===== src/rtl/ptp_lkup_ccm_tcam_if.sv =====
// ============================================================================
// Module   : ptp_lkup_ccm_tcam_if
// Brief    : Bundle of TCAM request/response, parser FIFO and egress signals
//            seen by the PTP bridge lookup stage.
// Revision : 1.0
// ============================================================================
`default_nettype none

interface ptp_lkup_ccm_tcam_if #(
    parameter int TDATA_WIDTH             = 512,
    parameter int TKEEP_WIDTH             = TDATA_WIDTH / 8,
    parameter int USERMETADATA_WIDTH      = 1,
    parameter int TCAM_KEY_WIDTH          = 64,
    parameter int TCAM_RESULT_WIDTH       = 2,
    parameter int TCAM_USERMETADATA_WIDTH = 1,
    parameter int CHTID_WIDTH             = 1,
    parameter int NUM_EGR_INTF            = 2
) ();
    localparam int SEG_W = $clog2(TKEEP_WIDTH) + 2;

    logic                                                 tcam_rsp_tvalid;
    logic [TCAM_RESULT_WIDTH-1:0]                         tcam_rsp_tuser_result;
    logic                                                 tcam_rsp_tuser_found;
    logic [TCAM_USERMETADATA_WIDTH-1:0]                   tcam_rsp_tuser_usermetadata;
    logic                                                 tcam_rsp_tready;

    logic                                                 tcam_req_tready;
    logic                                                 tcam_req_tvalid;
    logic [CHTID_WIDTH-1:0]                               tcam_req_tid;
    logic [TCAM_KEY_WIDTH-1:0]                            tcam_req_tuser_key;
    logic [TCAM_USERMETADATA_WIDTH-1:0]                   tcam_req_tuser_usermetadata;

    logic                                                 pars2lu_tvalid;
    logic [TDATA_WIDTH-1:0]                               pars2lu_tdata;
    logic [USERMETADATA_WIDTH-1:0]                        pars2lu_tuser_usermetadata;
    logic [SEG_W-1:0]                                     pars2lu_tuser_segment_info;
    logic [TCAM_KEY_WIDTH-1:0]                            pars2lu_tuser_lu_key;
    logic                                                 pars2lu_fifo_empty;
    logic                                                 lu2pars_fifo_rd;
    logic                                                 pars2lu_tcam_req_fifo_empty;
    logic                                                 lu2pars_tcam_req_fifo_rd;

    logic [NUM_EGR_INTF-1:0]                              lu2ewadj_tvalid;
    logic [NUM_EGR_INTF-1:0][TDATA_WIDTH-1:0]             lu2ewadj_tdata;
    logic [NUM_EGR_INTF-1:0][TKEEP_WIDTH-1:0]             lu2ewadj_tkeep;
    logic [NUM_EGR_INTF-1:0][USERMETADATA_WIDTH-1:0]      lu2ewadj_tuser_usermetadata;
    logic [NUM_EGR_INTF-1:0][SEG_W-1:0]                   lu2ewadj_tuser_segment_info;
    logic [NUM_EGR_INTF-1:0]                              ewadj2lu_tready;

    // Lookup stage side
    modport master (
        input  tcam_rsp_tvalid, tcam_rsp_tuser_result, tcam_rsp_tuser_found,
               tcam_rsp_tuser_usermetadata, tcam_req_tready,
               pars2lu_tvalid, pars2lu_tdata, pars2lu_tuser_usermetadata,
               pars2lu_tuser_segment_info, pars2lu_tuser_lu_key,
               pars2lu_fifo_empty, pars2lu_tcam_req_fifo_empty, ewadj2lu_tready,
        output tcam_rsp_tready, tcam_req_tvalid, tcam_req_tid, tcam_req_tuser_key,
               tcam_req_tuser_usermetadata, lu2pars_fifo_rd, lu2pars_tcam_req_fifo_rd,
               lu2ewadj_tvalid, lu2ewadj_tdata, lu2ewadj_tkeep,
               lu2ewadj_tuser_usermetadata, lu2ewadj_tuser_segment_info
    );

    // Surrounding pipeline side
    modport slave (
        output tcam_rsp_tvalid, tcam_rsp_tuser_result, tcam_rsp_tuser_found,
               tcam_rsp_tuser_usermetadata, tcam_req_tready,
               pars2lu_tvalid, pars2lu_tdata, pars2lu_tuser_usermetadata,
               pars2lu_tuser_segment_info, pars2lu_tuser_lu_key,
               pars2lu_fifo_empty, pars2lu_tcam_req_fifo_empty, ewadj2lu_tready,
        input  tcam_rsp_tready, tcam_req_tvalid, tcam_req_tid, tcam_req_tuser_key,
               tcam_req_tuser_usermetadata, lu2pars_fifo_rd, lu2pars_tcam_req_fifo_rd,
               lu2ewadj_tvalid, lu2ewadj_tdata, lu2ewadj_tkeep,
               lu2ewadj_tuser_usermetadata, lu2ewadj_tuser_segment_info
    );
endinterface

`default_nettype wire


===== src/rtl/ptp_lkup_ccm_tcam.sv =====
// ============================================================================
// Module   : ptp_lkup_ccm_tcam
// Brief    : PTP RX lookup stage: issues TCAM lookups, pairs responses with
//            parsed packets in order and steers them to DMA/user or drops them.
// Revision : 1.0
// ============================================================================
`default_nettype none

module ptp_lkup_ccm_tcam #(
    parameter int TDATA_WIDTH             = 512,
    parameter int TKEEP_WIDTH             = TDATA_WIDTH / 8,
    parameter int USERMETADATA_WIDTH      = 1,
    parameter int TCAM_KEY_WIDTH          = 64,
    parameter int TCAM_RESULT_WIDTH       = 2,
    parameter int TCAM_USERMETADATA_WIDTH = 1,
    parameter int CHTID_WIDTH             = 1,
    parameter int NUM_EGR_INTF            = 2,
    parameter int RSP_FIFO_DEPTH          = 16
) (
    input  logic                 clk,
    input  logic                 rst,
    ptp_lkup_ccm_tcam_if.master  bus_io
);
    localparam int EMPTY_W = $clog2(TKEEP_WIDTH);
    localparam int SEG_W   = EMPTY_W + 2;
    localparam int RSP_W   = TCAM_RESULT_WIDTH + 1 + TCAM_USERMETADATA_WIDTH;
    localparam int PTR_W   = $clog2(RSP_FIFO_DEPTH);
    localparam int CRD_W   = PTR_W + 1;
    localparam int B_FOUND = TCAM_USERMETADATA_WIDTH;
    localparam int B_DROP  = TCAM_USERMETADATA_WIDTH + 1;
    localparam int B_EGR   = TCAM_USERMETADATA_WIDTH + 2;

    localparam logic [1:0] S_IDLE = 2'd0;
    localparam logic [1:0] S_FWD  = 2'd1;
    localparam logic [1:0] S_DROP = 2'd2;

    // ---------------- TCAM request issue with response credits ----------------
    logic                               req_valid_q;
    logic [TCAM_KEY_WIDTH-1:0]          req_key_q;
    logic [TCAM_USERMETADATA_WIDTH-1:0] req_umd_q;
    logic [CRD_W-1:0]                   credit_q;
    logic                               w_key_pop;
    logic                               w_rsp_pop;

    assign w_key_pop = !rst && !bus_io.pars2lu_tcam_req_fifo_empty &&
                       (!req_valid_q || bus_io.tcam_req_tready) &&
                       (credit_q < CRD_W'(RSP_FIFO_DEPTH));

    always_ff @(posedge clk) begin
        if (rst) begin
            req_valid_q <= 1'b0;
            req_key_q   <= '0;
            req_umd_q   <= '0;
        end else if (w_key_pop) begin
            req_valid_q <= 1'b1;
            req_key_q   <= bus_io.pars2lu_tuser_lu_key;
            req_umd_q   <= bus_io.pars2lu_tuser_usermetadata[TCAM_USERMETADATA_WIDTH-1:0];
        end else if (bus_io.tcam_req_tready) begin
            req_valid_q <= 1'b0;
        end
    end

    // One credit per outstanding lookup keeps the response FIFO from overflowing
    always_ff @(posedge clk) begin
        if (rst) begin
            credit_q <= '0;
        end else if (w_key_pop && !w_rsp_pop) begin
            credit_q <= credit_q + CRD_W'(1);
        end else if (!w_key_pop && w_rsp_pop) begin
            credit_q <= credit_q - CRD_W'(1);
        end
    end

    assign bus_io.tcam_req_tvalid             = req_valid_q;
    assign bus_io.tcam_req_tuser_key          = req_key_q;
    assign bus_io.tcam_req_tuser_usermetadata = req_umd_q;
    assign bus_io.tcam_req_tid                = '0;
    assign bus_io.lu2pars_tcam_req_fifo_rd    = w_key_pop;

    // ---------------- Response FIFO ----------------
    logic [RSP_W-1:0] rsp_mem_q [RSP_FIFO_DEPTH];
    logic [PTR_W:0]   rsp_wr_q;
    logic [PTR_W:0]   rsp_rd_q;
    logic             w_rsp_full;
    logic             w_rsp_empty;
    logic             w_rsp_push;
    logic             w_rsp_found;
    logic             w_rsp_drop;
    logic             w_rsp_egr;

    assign w_rsp_empty = (rsp_wr_q == rsp_rd_q);
    assign w_rsp_full  = (rsp_wr_q[PTR_W] != rsp_rd_q[PTR_W]) &&
                         (rsp_wr_q[PTR_W-1:0] == rsp_rd_q[PTR_W-1:0]);
    assign w_rsp_push  = bus_io.tcam_rsp_tvalid && !w_rsp_full;
    assign bus_io.tcam_rsp_tready = !w_rsp_full;

    assign w_rsp_found = rsp_mem_q[rsp_rd_q[PTR_W-1:0]][B_FOUND];
    assign w_rsp_drop  = rsp_mem_q[rsp_rd_q[PTR_W-1:0]][B_DROP];
    assign w_rsp_egr   = rsp_mem_q[rsp_rd_q[PTR_W-1:0]][B_EGR];

    always_ff @(posedge clk) begin
        if (w_rsp_push) begin
            rsp_mem_q[rsp_wr_q[PTR_W-1:0]] <= {bus_io.tcam_rsp_tuser_result,
                                               bus_io.tcam_rsp_tuser_found,
                                               bus_io.tcam_rsp_tuser_usermetadata};
        end
    end

    always_ff @(posedge clk) begin
        if (rst) begin
            rsp_wr_q <= '0;
            rsp_rd_q <= '0;
        end else begin
            if (w_rsp_push) rsp_wr_q <= rsp_wr_q + (PTR_W+1)'(1);
            if (w_rsp_pop)  rsp_rd_q <= rsp_rd_q + (PTR_W+1)'(1);
        end
    end

    // ---------------- Packet steering FSM ----------------
    logic [1:0]               state_q, state_d;
    logic                     egr_q, egr_d;
    logic                     w_pkt_avail, w_sop, w_eop, w_egr_rdy;
    logic                     w_pkt_rd, w_fwd_load;
    logic [EMPTY_W-1:0]       w_empty;
    logic [TKEEP_WIDTH-1:0]   w_keep;

    assign w_pkt_avail = !bus_io.pars2lu_fifo_empty;
    assign w_sop       = bus_io.pars2lu_tuser_segment_info[SEG_W-1];
    assign w_eop       = bus_io.pars2lu_tuser_segment_info[SEG_W-2];
    assign w_empty     = bus_io.pars2lu_tuser_segment_info[EMPTY_W-1:0];
    assign w_keep      = w_eop ? ({TKEEP_WIDTH{1'b1}} >> w_empty) : {TKEEP_WIDTH{1'b1}};

    logic [NUM_EGR_INTF-1:0]                         out_valid_q;
    logic [NUM_EGR_INTF-1:0][TDATA_WIDTH-1:0]        out_data_q;
    logic [NUM_EGR_INTF-1:0][TKEEP_WIDTH-1:0]        out_keep_q;
    logic [NUM_EGR_INTF-1:0][USERMETADATA_WIDTH-1:0] out_umd_q;
    logic [NUM_EGR_INTF-1:0][SEG_W-1:0]              out_seg_q;

    assign w_egr_rdy = !out_valid_q[egr_q] || bus_io.ewadj2lu_tready[egr_q];

    always_ff @(posedge clk) begin
        if (rst) begin
            state_q <= S_IDLE;
            egr_q   <= 1'b0;
        end else begin
            state_q <= state_d;
            egr_q   <= egr_d;
        end
    end

    // A miss goes to the host (DMA) as an exception
    always_comb begin
        state_d = state_q;
        egr_d   = egr_q;
        case (state_q)
            S_IDLE: begin
                if (w_pkt_avail && w_sop && !w_rsp_empty) begin
                    if (w_rsp_found && w_rsp_drop) begin
                        state_d = S_DROP;
                    end else begin
                        state_d = S_FWD;
                        egr_d   = w_rsp_found ? w_rsp_egr : 1'b0;
                    end
                end
            end
            S_FWD:   if (w_pkt_avail && w_egr_rdy && w_eop) state_d = S_IDLE;
            S_DROP:  if (w_pkt_avail && w_eop) state_d = S_IDLE;
            default: state_d = S_IDLE;
        endcase
    end

    always_comb begin
        w_pkt_rd   = 1'b0;
        w_rsp_pop  = 1'b0;
        w_fwd_load = 1'b0;
        if (!rst) begin
            case (state_q)
                S_IDLE: begin
                    if (w_pkt_avail && !w_sop) begin
                        w_pkt_rd = 1'b1;
                    end else if (w_pkt_avail && !w_rsp_empty) begin
                        w_rsp_pop = 1'b1;
                    end
                end
                S_FWD: begin
                    w_pkt_rd   = w_pkt_avail && w_egr_rdy;
                    w_fwd_load = w_pkt_avail && w_egr_rdy;
                end
                S_DROP:  w_pkt_rd = w_pkt_avail;
                default: w_pkt_rd = 1'b0;
            endcase
        end
    end

    assign bus_io.lu2pars_fifo_rd = w_pkt_rd;

    // ---------------- Egress AXI-S registers ----------------
    always_ff @(posedge clk) begin
        if (rst) begin
            out_valid_q <= '0;
            out_data_q  <= '0;
            out_keep_q  <= '0;
            out_umd_q   <= '0;
            out_seg_q   <= '0;
        end else begin
            for (int i = 0; i < NUM_EGR_INTF; i++) begin
                if (w_fwd_load && (int'(egr_q) == i)) begin
                    out_valid_q[i] <= 1'b1;
                    out_data_q[i]  <= bus_io.pars2lu_tdata;
                    out_keep_q[i]  <= w_keep;
                    out_umd_q[i]   <= bus_io.pars2lu_tuser_usermetadata;
                    out_seg_q[i]   <= bus_io.pars2lu_tuser_segment_info;
                end else if (bus_io.ewadj2lu_tready[i]) begin
                    out_valid_q[i] <= 1'b0;
                end
            end
        end
    end

    assign bus_io.lu2ewadj_tvalid             = out_valid_q;
    assign bus_io.lu2ewadj_tdata              = out_data_q;
    assign bus_io.lu2ewadj_tkeep              = out_keep_q;
    assign bus_io.lu2ewadj_tuser_usermetadata = out_umd_q;
    assign bus_io.lu2ewadj_tuser_segment_info = out_seg_q;

endmodule

`default_nettype wire


===== src/flat_wrapper.sv =====
// flat-port wrapper written by rule: the top's interface ports become plain ports
module ptp_lkup_ccm_tcam_flat 
#(
    parameter int TDATA_WIDTH             = 512,
    parameter int TKEEP_WIDTH             = TDATA_WIDTH / 8,
    parameter int USERMETADATA_WIDTH      = 1,
    parameter int TCAM_KEY_WIDTH          = 64,
    parameter int TCAM_RESULT_WIDTH       = 2,
    parameter int TCAM_USERMETADATA_WIDTH = 1,
    parameter int CHTID_WIDTH             = 1,
    parameter int NUM_EGR_INTF            = 2,
    parameter int RSP_FIFO_DEPTH          = 16
)
  (clk, rst, bus_io_tcam_rsp_tvalid, bus_io_tcam_rsp_tuser_result, bus_io_tcam_rsp_tuser_found, bus_io_tcam_rsp_tuser_usermetadata, bus_io_tcam_req_tready, bus_io_pars2lu_tvalid, bus_io_pars2lu_tdata, bus_io_pars2lu_tuser_usermetadata, bus_io_pars2lu_tuser_segment_info, bus_io_pars2lu_tuser_lu_key, bus_io_pars2lu_fifo_empty, bus_io_pars2lu_tcam_req_fifo_empty, bus_io_ewadj2lu_tready, bus_io_tcam_rsp_tready, bus_io_tcam_req_tvalid, bus_io_tcam_req_tid, bus_io_tcam_req_tuser_key, bus_io_tcam_req_tuser_usermetadata, bus_io_lu2pars_fifo_rd, bus_io_lu2pars_tcam_req_fifo_rd, bus_io_lu2ewadj_tvalid, bus_io_lu2ewadj_tdata, bus_io_lu2ewadj_tkeep, bus_io_lu2ewadj_tuser_usermetadata, bus_io_lu2ewadj_tuser_segment_info);
  ptp_lkup_ccm_tcam_if #(.TDATA_WIDTH(TDATA_WIDTH), .TKEEP_WIDTH(TKEEP_WIDTH), .USERMETADATA_WIDTH(USERMETADATA_WIDTH), .TCAM_KEY_WIDTH(TCAM_KEY_WIDTH), .TCAM_RESULT_WIDTH(TCAM_RESULT_WIDTH), .TCAM_USERMETADATA_WIDTH(TCAM_USERMETADATA_WIDTH), .CHTID_WIDTH(CHTID_WIDTH), .NUM_EGR_INTF(NUM_EGR_INTF)) bus_io_i ();
  input  logic clk;
  input  logic rst;
  input wire logic [$bits(bus_io_i.tcam_rsp_tvalid)-1:0] bus_io_tcam_rsp_tvalid;
  input wire logic [$bits(bus_io_i.tcam_rsp_tuser_result)-1:0] bus_io_tcam_rsp_tuser_result;
  input wire logic [$bits(bus_io_i.tcam_rsp_tuser_found)-1:0] bus_io_tcam_rsp_tuser_found;
  input wire logic [$bits(bus_io_i.tcam_rsp_tuser_usermetadata)-1:0] bus_io_tcam_rsp_tuser_usermetadata;
  input wire logic [$bits(bus_io_i.tcam_req_tready)-1:0] bus_io_tcam_req_tready;
  input wire logic [$bits(bus_io_i.pars2lu_tvalid)-1:0] bus_io_pars2lu_tvalid;
  input wire logic [$bits(bus_io_i.pars2lu_tdata)-1:0] bus_io_pars2lu_tdata;
  input wire logic [$bits(bus_io_i.pars2lu_tuser_usermetadata)-1:0] bus_io_pars2lu_tuser_usermetadata;
  input wire logic [$bits(bus_io_i.pars2lu_tuser_segment_info)-1:0] bus_io_pars2lu_tuser_segment_info;
  input wire logic [$bits(bus_io_i.pars2lu_tuser_lu_key)-1:0] bus_io_pars2lu_tuser_lu_key;
  input wire logic [$bits(bus_io_i.pars2lu_fifo_empty)-1:0] bus_io_pars2lu_fifo_empty;
  input wire logic [$bits(bus_io_i.pars2lu_tcam_req_fifo_empty)-1:0] bus_io_pars2lu_tcam_req_fifo_empty;
  input wire logic [$bits(bus_io_i.ewadj2lu_tready)-1:0] bus_io_ewadj2lu_tready;
  output wire logic [$bits(bus_io_i.tcam_rsp_tready)-1:0] bus_io_tcam_rsp_tready;
  output wire logic [$bits(bus_io_i.tcam_req_tvalid)-1:0] bus_io_tcam_req_tvalid;
  output wire logic [$bits(bus_io_i.tcam_req_tid)-1:0] bus_io_tcam_req_tid;
  output wire logic [$bits(bus_io_i.tcam_req_tuser_key)-1:0] bus_io_tcam_req_tuser_key;
  output wire logic [$bits(bus_io_i.tcam_req_tuser_usermetadata)-1:0] bus_io_tcam_req_tuser_usermetadata;
  output wire logic [$bits(bus_io_i.lu2pars_fifo_rd)-1:0] bus_io_lu2pars_fifo_rd;
  output wire logic [$bits(bus_io_i.lu2pars_tcam_req_fifo_rd)-1:0] bus_io_lu2pars_tcam_req_fifo_rd;
  output wire logic [$bits(bus_io_i.lu2ewadj_tvalid)-1:0] bus_io_lu2ewadj_tvalid;
  output wire logic [$bits(bus_io_i.lu2ewadj_tdata)-1:0] bus_io_lu2ewadj_tdata;
  output wire logic [$bits(bus_io_i.lu2ewadj_tkeep)-1:0] bus_io_lu2ewadj_tkeep;
  output wire logic [$bits(bus_io_i.lu2ewadj_tuser_usermetadata)-1:0] bus_io_lu2ewadj_tuser_usermetadata;
  output wire logic [$bits(bus_io_i.lu2ewadj_tuser_segment_info)-1:0] bus_io_lu2ewadj_tuser_segment_info;
  assign bus_io_i.tcam_rsp_tvalid = bus_io_tcam_rsp_tvalid;
  assign bus_io_i.tcam_rsp_tuser_result = bus_io_tcam_rsp_tuser_result;
  assign bus_io_i.tcam_rsp_tuser_found = bus_io_tcam_rsp_tuser_found;
  assign bus_io_i.tcam_rsp_tuser_usermetadata = bus_io_tcam_rsp_tuser_usermetadata;
  assign bus_io_i.tcam_req_tready = bus_io_tcam_req_tready;
  assign bus_io_i.pars2lu_tvalid = bus_io_pars2lu_tvalid;
  assign bus_io_i.pars2lu_tdata = bus_io_pars2lu_tdata;
  assign bus_io_i.pars2lu_tuser_usermetadata = bus_io_pars2lu_tuser_usermetadata;
  assign bus_io_i.pars2lu_tuser_segment_info = bus_io_pars2lu_tuser_segment_info;
  assign bus_io_i.pars2lu_tuser_lu_key = bus_io_pars2lu_tuser_lu_key;
  assign bus_io_i.pars2lu_fifo_empty = bus_io_pars2lu_fifo_empty;
  assign bus_io_i.pars2lu_tcam_req_fifo_empty = bus_io_pars2lu_tcam_req_fifo_empty;
  assign bus_io_i.ewadj2lu_tready = bus_io_ewadj2lu_tready;
  assign bus_io_tcam_rsp_tready = bus_io_i.tcam_rsp_tready;
  assign bus_io_tcam_req_tvalid = bus_io_i.tcam_req_tvalid;
  assign bus_io_tcam_req_tid = bus_io_i.tcam_req_tid;
  assign bus_io_tcam_req_tuser_key = bus_io_i.tcam_req_tuser_key;
  assign bus_io_tcam_req_tuser_usermetadata = bus_io_i.tcam_req_tuser_usermetadata;
  assign bus_io_lu2pars_fifo_rd = bus_io_i.lu2pars_fifo_rd;
  assign bus_io_lu2pars_tcam_req_fifo_rd = bus_io_i.lu2pars_tcam_req_fifo_rd;
  assign bus_io_lu2ewadj_tvalid = bus_io_i.lu2ewadj_tvalid;
  assign bus_io_lu2ewadj_tdata = bus_io_i.lu2ewadj_tdata;
  assign bus_io_lu2ewadj_tkeep = bus_io_i.lu2ewadj_tkeep;
  assign bus_io_lu2ewadj_tuser_usermetadata = bus_io_i.lu2ewadj_tuser_usermetadata;
  assign bus_io_lu2ewadj_tuser_segment_info = bus_io_i.lu2ewadj_tuser_segment_info;
  ptp_lkup_ccm_tcam #(.TDATA_WIDTH(TDATA_WIDTH), .TKEEP_WIDTH(TKEEP_WIDTH), .USERMETADATA_WIDTH(USERMETADATA_WIDTH), .TCAM_KEY_WIDTH(TCAM_KEY_WIDTH), .TCAM_RESULT_WIDTH(TCAM_RESULT_WIDTH), .TCAM_USERMETADATA_WIDTH(TCAM_USERMETADATA_WIDTH), .CHTID_WIDTH(CHTID_WIDTH), .NUM_EGR_INTF(NUM_EGR_INTF), .RSP_FIFO_DEPTH(RSP_FIFO_DEPTH)) u_core (.clk(clk), .rst(rst), .bus_io(bus_io_i));
endmodule

===== config.mk =====
export PLATFORM = sky130hd
export DESIGN_NAME = ptp_lkup_ccm_tcam_flat
export DESIGN_NICKNAME = d
export VERILOG_FILES = /design/src/rtl/ptp_lkup_ccm_tcam_if.sv /design/src/rtl/ptp_lkup_ccm_tcam.sv /design/src/flat_wrapper.sv
export SDC_FILE = /design/constraint.sdc
export NUM_CORES = 2
export LEC_CHECK = 0
export CAP_MARGIN = 20
export CELL_PAD_IN_SITES_DETAIL_PLACEMENT = 1
export CELL_PAD_IN_SITES_GLOBAL_PLACEMENT = 1
export CORE_AREA = 4 4 706 708
export CTS_CLUSTER_DIAMETER = 200
export DETAILED_ROUTE_END_ITERATION = 7
export DIE_AREA = 0 0 710 712
export GPL_TIMING_DRIVEN = 0
export PLACE_DENSITY = 0.41
export REMOVE_ABC_BUFFERS = 1
export SLEW_MARGIN = 20
export SYNTH_ARGS = -nofsm -noshare
export SYNTH_HDL_FRONTEND = slang
export SYNTH_SLANG_ARGS = --single-unit

===== constraint.sdc =====
create_clock -name clk -period 4.4 [get_ports clk]
set_input_delay 0.66 -clock clk [delete_from_list [all_inputs] [get_ports clk]]
set_output_delay 0.66 -clock clk [all_outputs]
set_load 0.1 [all_outputs]

# ---- Word level (Yosys, flattened, before mapping)
# Memories as Yosys holds them, arrays and structs flattened. A register that Yosys moved wholly into a read port is not among the register bits.
# Index checks and enable logic that the tools add are counted.
dict set report word_totals {
  ff_bits 1256
  output_inout_bits 1242
  ramBits 64
  elab_cells 104
  input_bits 598
  memories 1
}
# memory depth word_bits read_ports rd_ports_with_merged_regs wr line_no
set mem_list {}
lappend mem_list {u_core.rsp_mem_q 16 4 1 1 1 ptp_lkup_ccm_tcam.sv:81} ;# logic [RSP_W-1:0] rsp_mem_q [RSP_FIFO_DEPTH];
dict set report op_classes {
  add_sub_neg 4
  mux 32
  n_bitwise 2
  reduce_logical 36
  eq_ne 8
  magnitude_cmp 2
  shifts 1
}
# cell count
set ops {}
lappend ops {{$mux W64} 1}
lappend ops {{$shr A64 B6 Y64 const A} 1}
lappend ops {{$mux W1} 21}
lappend ops {{$logic_and A1 B1 Y1} 17}
lappend ops {{$add A5 B1 Y5 const B} 3}
lappend ops {{$logic_not A1 Y1} 10}
lappend ops {{$mux W5} 2}
lappend ops {{$mux W2} 4}
lappend ops {{$mux W4} 2}
lappend ops {{$reduce_bool A2 Y1} 4}
lappend ops {{$ne A2 B1 Y1 const B} 3}
lappend ops {{$pmux W2 S3} 1}
lappend ops {{$reduce_and A3 Y1} 2}
lappend ops {{$eq A5 B5 Y1} 1}
lappend ops {{$lt A5 B5 Y1 const B} 1}
lappend ops {{$sub A5 B1 Y5 const B} 1}
lappend ops {{$eq A4 B4 Y1} 1}
lappend ops {{$pmux W1 S3} 1}
lappend ops {{$eq A2 B1 Y1 const B} 1}
lappend ops {{$eq A2 B2 Y1 const B} 1}
lappend ops {{$logic_not A2 Y1} 1}
lappend ops {{$logic_or A1 B1 Y1} 2}
lappend ops {{$lt A1 B2 Y1 const B} 1}
lappend ops {{$not A1 Y1} 2}
lappend ops {{$ne A1 B1 Y1} 1}

# ---- Logic depth before layout (Yosys ltp)
dict set report logic_depth {
  word_depth 10
  ltp_mapped 14
  mapped_depth_nobuf 13
}

# ---- Least setup slack after synthesis
# No wires, ideal clock.
dict set report synth_timing {
  path_type {reg-to-reg}
  from {register u_core.req_valid_q, in the netlist u_core.bus_io.tcam_req_tvalid}
  to {register u_core.credit_q[4]}
  setup_ps 128
  path_stages_with_launch 14
  required_time_ps 4272
  path_slack_ps 51
  arrival_ps 4221
  synth_period_minus_slack_ps 4349
  n_path_buf 1
  cell_sequence {dfxtp_1 > nor2b_1 > or4_1 > inv_1 > clkbuf_1 > ha_1 > inv_1 > ha_1 > nor2b_1 > o21a_1 > or3_1 > a21oi_1 > xnor2_1 > nor2_1}
}
dict set report synth_via {
  elab_chain_cells 7
  elab_cells_between_ends 9
  cone_classes {mux: 1; reduce/logical: 8}
}
# element line_no
set synth_rtl {}
lappend synth_rtl {{from (decl)} ptp_lkup_ccm_tcam.sv:38} ;# logic req_valid_q;
lappend synth_rtl {{from (signal assigned)} ptp_lkup_ccm_tcam.sv:51} ;# req_valid_q <= 1'b0;
lappend synth_rtl {{from (signal assigned)} ptp_lkup_ccm_tcam.sv:55} ;# req_valid_q <= 1'b1;
lappend synth_rtl {{from (signal assigned)} ptp_lkup_ccm_tcam.sv:59} ;# req_valid_q <= 1'b0;
lappend synth_rtl {{$logic_not A1 Y1 *} ptp_lkup_ccm_tcam.sv:46} ;# (!req_valid_q || bus_io.tcam_req_tready) &&
lappend synth_rtl {{$logic_or A1 B1 Y1 *} ptp_lkup_ccm_tcam.sv:46}
lappend synth_rtl {{$logic_and A1 B1 Y1 *} ptp_lkup_ccm_tcam.sv:45} ;# assign w_key_pop = !rst && !bus_io.pars2lu_tcam_req_fifo_empty &&
lappend synth_rtl {{$logic_and A1 B1 Y1 *} ptp_lkup_ccm_tcam.sv:46}
lappend synth_rtl {{net bus_io_lu2pars_tcam_req_fifo_rd} flat_wrapper.sv:37} ;# output wire logic [$bits(bus_io_i.lu2pars_tcam_req_fifo_rd)-1:0] bus_io_lu2pars_tcam_req_fifo_rd;
lappend synth_rtl {{$logic_not A1 Y1} ptp_lkup_ccm_tcam.sv:69} ;# end else if (!w_key_pop && w_rsp_pop) begin
lappend synth_rtl {{$logic_and A1 B1 Y1} ptp_lkup_ccm_tcam.sv:69}
lappend synth_rtl {{$reduce_bool A2 Y1 (no source line)} --}
lappend synth_rtl {{to (signal assigned)} ptp_lkup_ccm_tcam.sv:68} ;# credit_q <= credit_q + CRD_W'(1);
lappend synth_rtl {{to (signal assigned)} ptp_lkup_ccm_tcam.sv:70} ;# credit_q <= credit_q - CRD_W'(1);
lappend synth_rtl {{to (decl)} ptp_lkup_ccm_tcam.sv:41} ;# logic [CRD_W-1:0] credit_q;
# Mark *: on every way through the listed nets, which the timed path passes. The rest lies on a longest branch.
# A chain may end at the register's enable or synchronous reset.

# ---- Final worst setup path
dict set report layout_timing {
  from {input rst}
  to {register u_core.credit_q[4]}
}
dict set report layout_via {
  elab_chain_cells 7
  elab_cells_between_ends 11
  cone_classes {mux: 2; reduce/logical: 9}
}
# element line_no
set layout_rtl {}
lappend layout_rtl {{from (decl)} flat_wrapper.sv:17} ;# input logic rst;
lappend layout_rtl {{$logic_not A1 Y1} --}
lappend layout_rtl {{$logic_and A1 B1 Y1 (2 in a row)} ptp_lkup_ccm_tcam.sv:45}
lappend layout_rtl {{$logic_and A1 B1 Y1} ptp_lkup_ccm_tcam.sv:46}
lappend layout_rtl {{$logic_not A1 Y1} ptp_lkup_ccm_tcam.sv:69}
lappend layout_rtl {{$logic_and A1 B1 Y1} ptp_lkup_ccm_tcam.sv:69}
lappend layout_rtl {{$reduce_bool A2 Y1 (no source line)} --}
# Several ways; a longest one is shown, not always the timed one.

==> impl_metrics.yaml <==
route:
  postRouteAntennaNets: 0
  drt-pass1-iter-count: 5
  routedWlPerCell_um: 26.7
  drt_iter0_drc: 2766
  num_vias: 48422
  drc_errors: 0
  viasPerCell: 3.44
  wl_um: 376000
place:
  portBuffers: 1836
  dp_hpwl_um: 310000
  gp_congestion: 0.852
  dpl_cell_area_mm2: 0.0757
critical_path:
  crit_slowest_cell: "or4_4"
  worstPathArrival_ns: 5.16
  startpoint_type: "input port"
  path_max_fanout: 156
  crit_chain: "buf_16 -> buf_16 -> or4_4 -> buf_16 -> inv_4 -> buf_16 -> ha_1 -> inv_1 -> ha_1 -> nor2b_1 -> o21a_1 -> or3_1 -> a21oi_1 -> xnor2_1 -> nor2_1"
  critPathMaxStageDelay_ns: 0.90
  crit_type: "in2reg"
  crit_top_cell: "buf_16"
  cp.required_ns: 5.12
  path_delay_family: "simple AND/OR/NAND/NOR gates"
  crit_path_end_kind: "flop"
  crit_buf_inv: 6
sta:
  timing.final.crit_share_pct: 101
  setup_viol: 1
  clock_skew_ns: 0.0614
  clock.fmax_ghz: 0.225
  hold_slack_ns: 0.271
  slew_violations: 0
  min_period_ns: 4.44
  setup_ws_ns: -0.0424
  slew_headroom_pct: 17.0
  rsz0062_at_grt: "false"
  worstMarginPinSlew_ns: 1.24
  hold_violations: 0
global_route:
  antenna_found_initial: 258
  grtUsageTotal_pct: 14.2
  grt_pass1_wl_um: 490000
  grt_pass1_vias: 49890
  overflow: 0
  grt_max_degree: 203
floorplan:
  std_cell_rows: 258
  start_util_pct: 9.79
  ioPinCount: 1840
  fp.dieArea_mm2: 0.506
  die_w_um: 710
  die_h_um: 712
  core-area_mm2: 0.492
yosys:
  ys_dominant_reg_cell: "dfxtp_1"
  synth-seq-area-share_pct: 55.3
  synth_edf_count: 48
  synth-warning-count: 0
  synth-seq-cells: 1308
  async_reset_ff_share_pct: 0
  syn_avg_cell_area_um2: 8.56
  synthCells: 5630
  synthesis.area_mm2: 0.0482
  yosysUniqueCellTypes: 46
worst_hold_path:
  min_path_type: "in2reg"
pwr:
  irDropWorstVdd_mv: 0.296
  p_leak_nw: 32.2
  power.density_mw_per_mm2: 378
clock_network:
  insertion_delay_ns: 0.86
  hold_buffers: 0
  cts_buffers: 183
  clock_sinks: 1308
  cts_root_buffer: "clkbuf_16"
  path_clk_slew_ns: 0.06
  cts_max_path_buffers: 4
  cts_tree: "built"
  htreeDepth: 4
outcome:
  violations: "negative setup slack"
  status: "complete, but fails checks"
final_layout:
  drive_above_1_share_pct: 7.83
  final_area_mm2: 0.0819
  nNetsFinal: 8023
  synthToLayoutAreaGrowth_pct: 70.0
job:
  drv_cap: 0
[power breakdown]
part | leakage, nW | internal (W) | switching [W]
Combinational | 18.6 | 0.00109 | 0.00224
Clock | 3.00 | 0.00913 | 0.00631
Sequential | 10.6 | 0.0121 | 0.000112
Total | 32.2 | 0.0223 | 0.00866
[final timing paths]
path	startpoint	to	slack, ns	depth (start not counted)
worst max-delay path	rst	u_core.credit_q[4]$_SDFFE_PP0P_	-0.04	15
worst min-delay path	rst	u_core.bus_io.lu2ewadj_tkeep[113]$_SDFFE_PP0P_	0.27	2
worst max register to register	u_core.rsp_wr_q[2]$_SDFFE_PP0P_	u_core.credit_q[4]$_SDFFE_PP0P_	0.35	14
worst min register to register	u_core.bus_io.lu2ewadj_tkeep[107]$_SDFFE_PP0P_	u_core.bus_io.lu2ewadj_tkeep[107]$_SDFFE_PP0P_	0.46	2
[cell usage in the layout, fill, tap and decap left out, types with 5 or more instances in the layout]
master	netlist	routed
a211oi_1	58	58
a21oi_1	135	135
buf_12	0	34
buf_16	0	42
buf_2	179	86
buf_6	1	93
buf_8	0	26
bufinv_16	0	10
clkbuf_1	234	46
clkbuf_16	0	186
clkbuf_8	0	46
clkdlybuf4s50_1	0	1748
clkinv_2	0	19
dfxtp_1	1260	1260
diode_2	0	34
edfxtp_1	48	48
ha_1	9	9
inv_1	14	12
inv_6	0	9
mux4_2	12	12
nand2_1	2253	2252
nand3_1	11	11
nand3b_1	1059	1059
nand4_1	6	6
nor2_1	206	205
nor2b_1	7	7
nor3_1	14	14
o21a_1	5	5
o21ai_0	46	44
xor2_1	12	12
[worst register-to-register path, delay by kind of cell, from the launching register on]
kind            cells  cell delay [ns]
compound gates      3             0.46
xor+xnor            2             0.31
fa+ha+maj           2             0.71
buf+inv             2             0.39
flops               1             0.66
simple gates        5             1.36
[kinds of logic after synthesis]
kind of cell,synth area share (%)
AOI/OAI and AO/OA,3.18
xor gates and xnor gates,0.291
muxes,0.581
buffers and inverters,4.05
other,0.00778
and+or+nand+nor,36.3
DFF,55.3
adders and majority gates,0.275
[repair_timing]
| item | in CTS | in global routing |
|---|---|---|
| gates resized for setup | 1 | 2 |
| cloned | 0 | 1 |
| endpoints found under the setup margin | 2 | 77 |
| setup buffers | 1 | 0 |
| pin swaps | 1 | 0 |
[sequential cells by signal, indices dropped and copies added, names as in the netlist, 5 cells and up, named ones only]
signal                                     cells
u_core.credit_q                                5
u_core.rsp_mem_q                              48
u_core.bus_io.tcam_req_tuser_key              64
u_core.rsp_rd_q                                5
u_core.bus_io.lu2ewadj_tkeep                 128
u_core.rsp_wr_q                                5
u_core.bus_io.lu2ewadj_tdata                1024
u_core.bus_io.lu2ewadj_tuser_segment_info     16
[cells in the mapped netlist (all sizes together) (2+ instances only)]
| cell | count | area (um^2) |
|---|---|---|
| nand2 | 2253 | 8460 |
| dfxtp | 1260 | 25200 |
| nand3b | 1059 | 7950 |
| clkbuf | 234 | 878 |
| nor2 | 208 | 786 |
| buf | 200 | 1020 |
| a21oi | 135 | 676 |
| a211oi | 59 | 448 |
| edfxtp | 48 | 1440 |
| o21ai | 46 | 230 |
| inv | 14 | 52.6 |
| nor3 | 14 | 70.1 |
| mux4 | 12 | 270 |
| nand3 | 12 | 65.1 |
| xor2 | 12 | 105 |
| ha | 9 | 113 |
| nor2b | 7 | 43.8 |
| nand4 | 6 | 37.5 |
| o21a | 5 | 37.5 |
| nand2b | 4 | 25.0 |
| o211ai | 4 | 30.0 |
| xnor2 | 4 | 35.0 |
| a22oi | 3 | 22.5 |
| o31ai | 3 | 22.5 |
| or3 | 3 | 18.8 |
| a21o | 2 | 15.0 |
| and2 | 2 | 12.5 |
[metrics by stage]
step	cells	setup TNS, ns	setup slack (ns)	total power (W)	util (%)
3_5_place_dp	13728	-151.40	-0.902	0.0158	15.4
3_3_place_gp	13532	-	-71.94	0.0164	14.8
2_1_floorplan	5196	-	-12.37	0.0141	-
6_report	14091	-0.0424	-0.0424	0.0310	16.6
5_1_grt	14064	0	0.00667	0.0322	16.6
4_1_cts	14056	0	0.0317	0.0317	16.6
[metal layers]
metal  GRT usage, %  wire, um  vias up
li1               -         -    21905
met1           16.3    149000    23755
met2           24.0    175000     1862
met3           6.26     37600      740
met4           3.93     12800      160
met5              0      1060        -
[cell type report]
cell class / count / area (um^2)
Sequential cell: 1308 / 26700
Clock buffer: 277 / 5440
Fill cell: 57405 / 410000
Inverter: 14 / 55.1
Timing Repair Buffer: 2034 / 21300
Antenna cell: 34 / 85.1
Multi-Input combinational cell: 3874 / 19600
Tap cell: 6500 / 8130
Clock inverter: 50 / 687
Note: power is estimated with default switching activity, not from simulation.
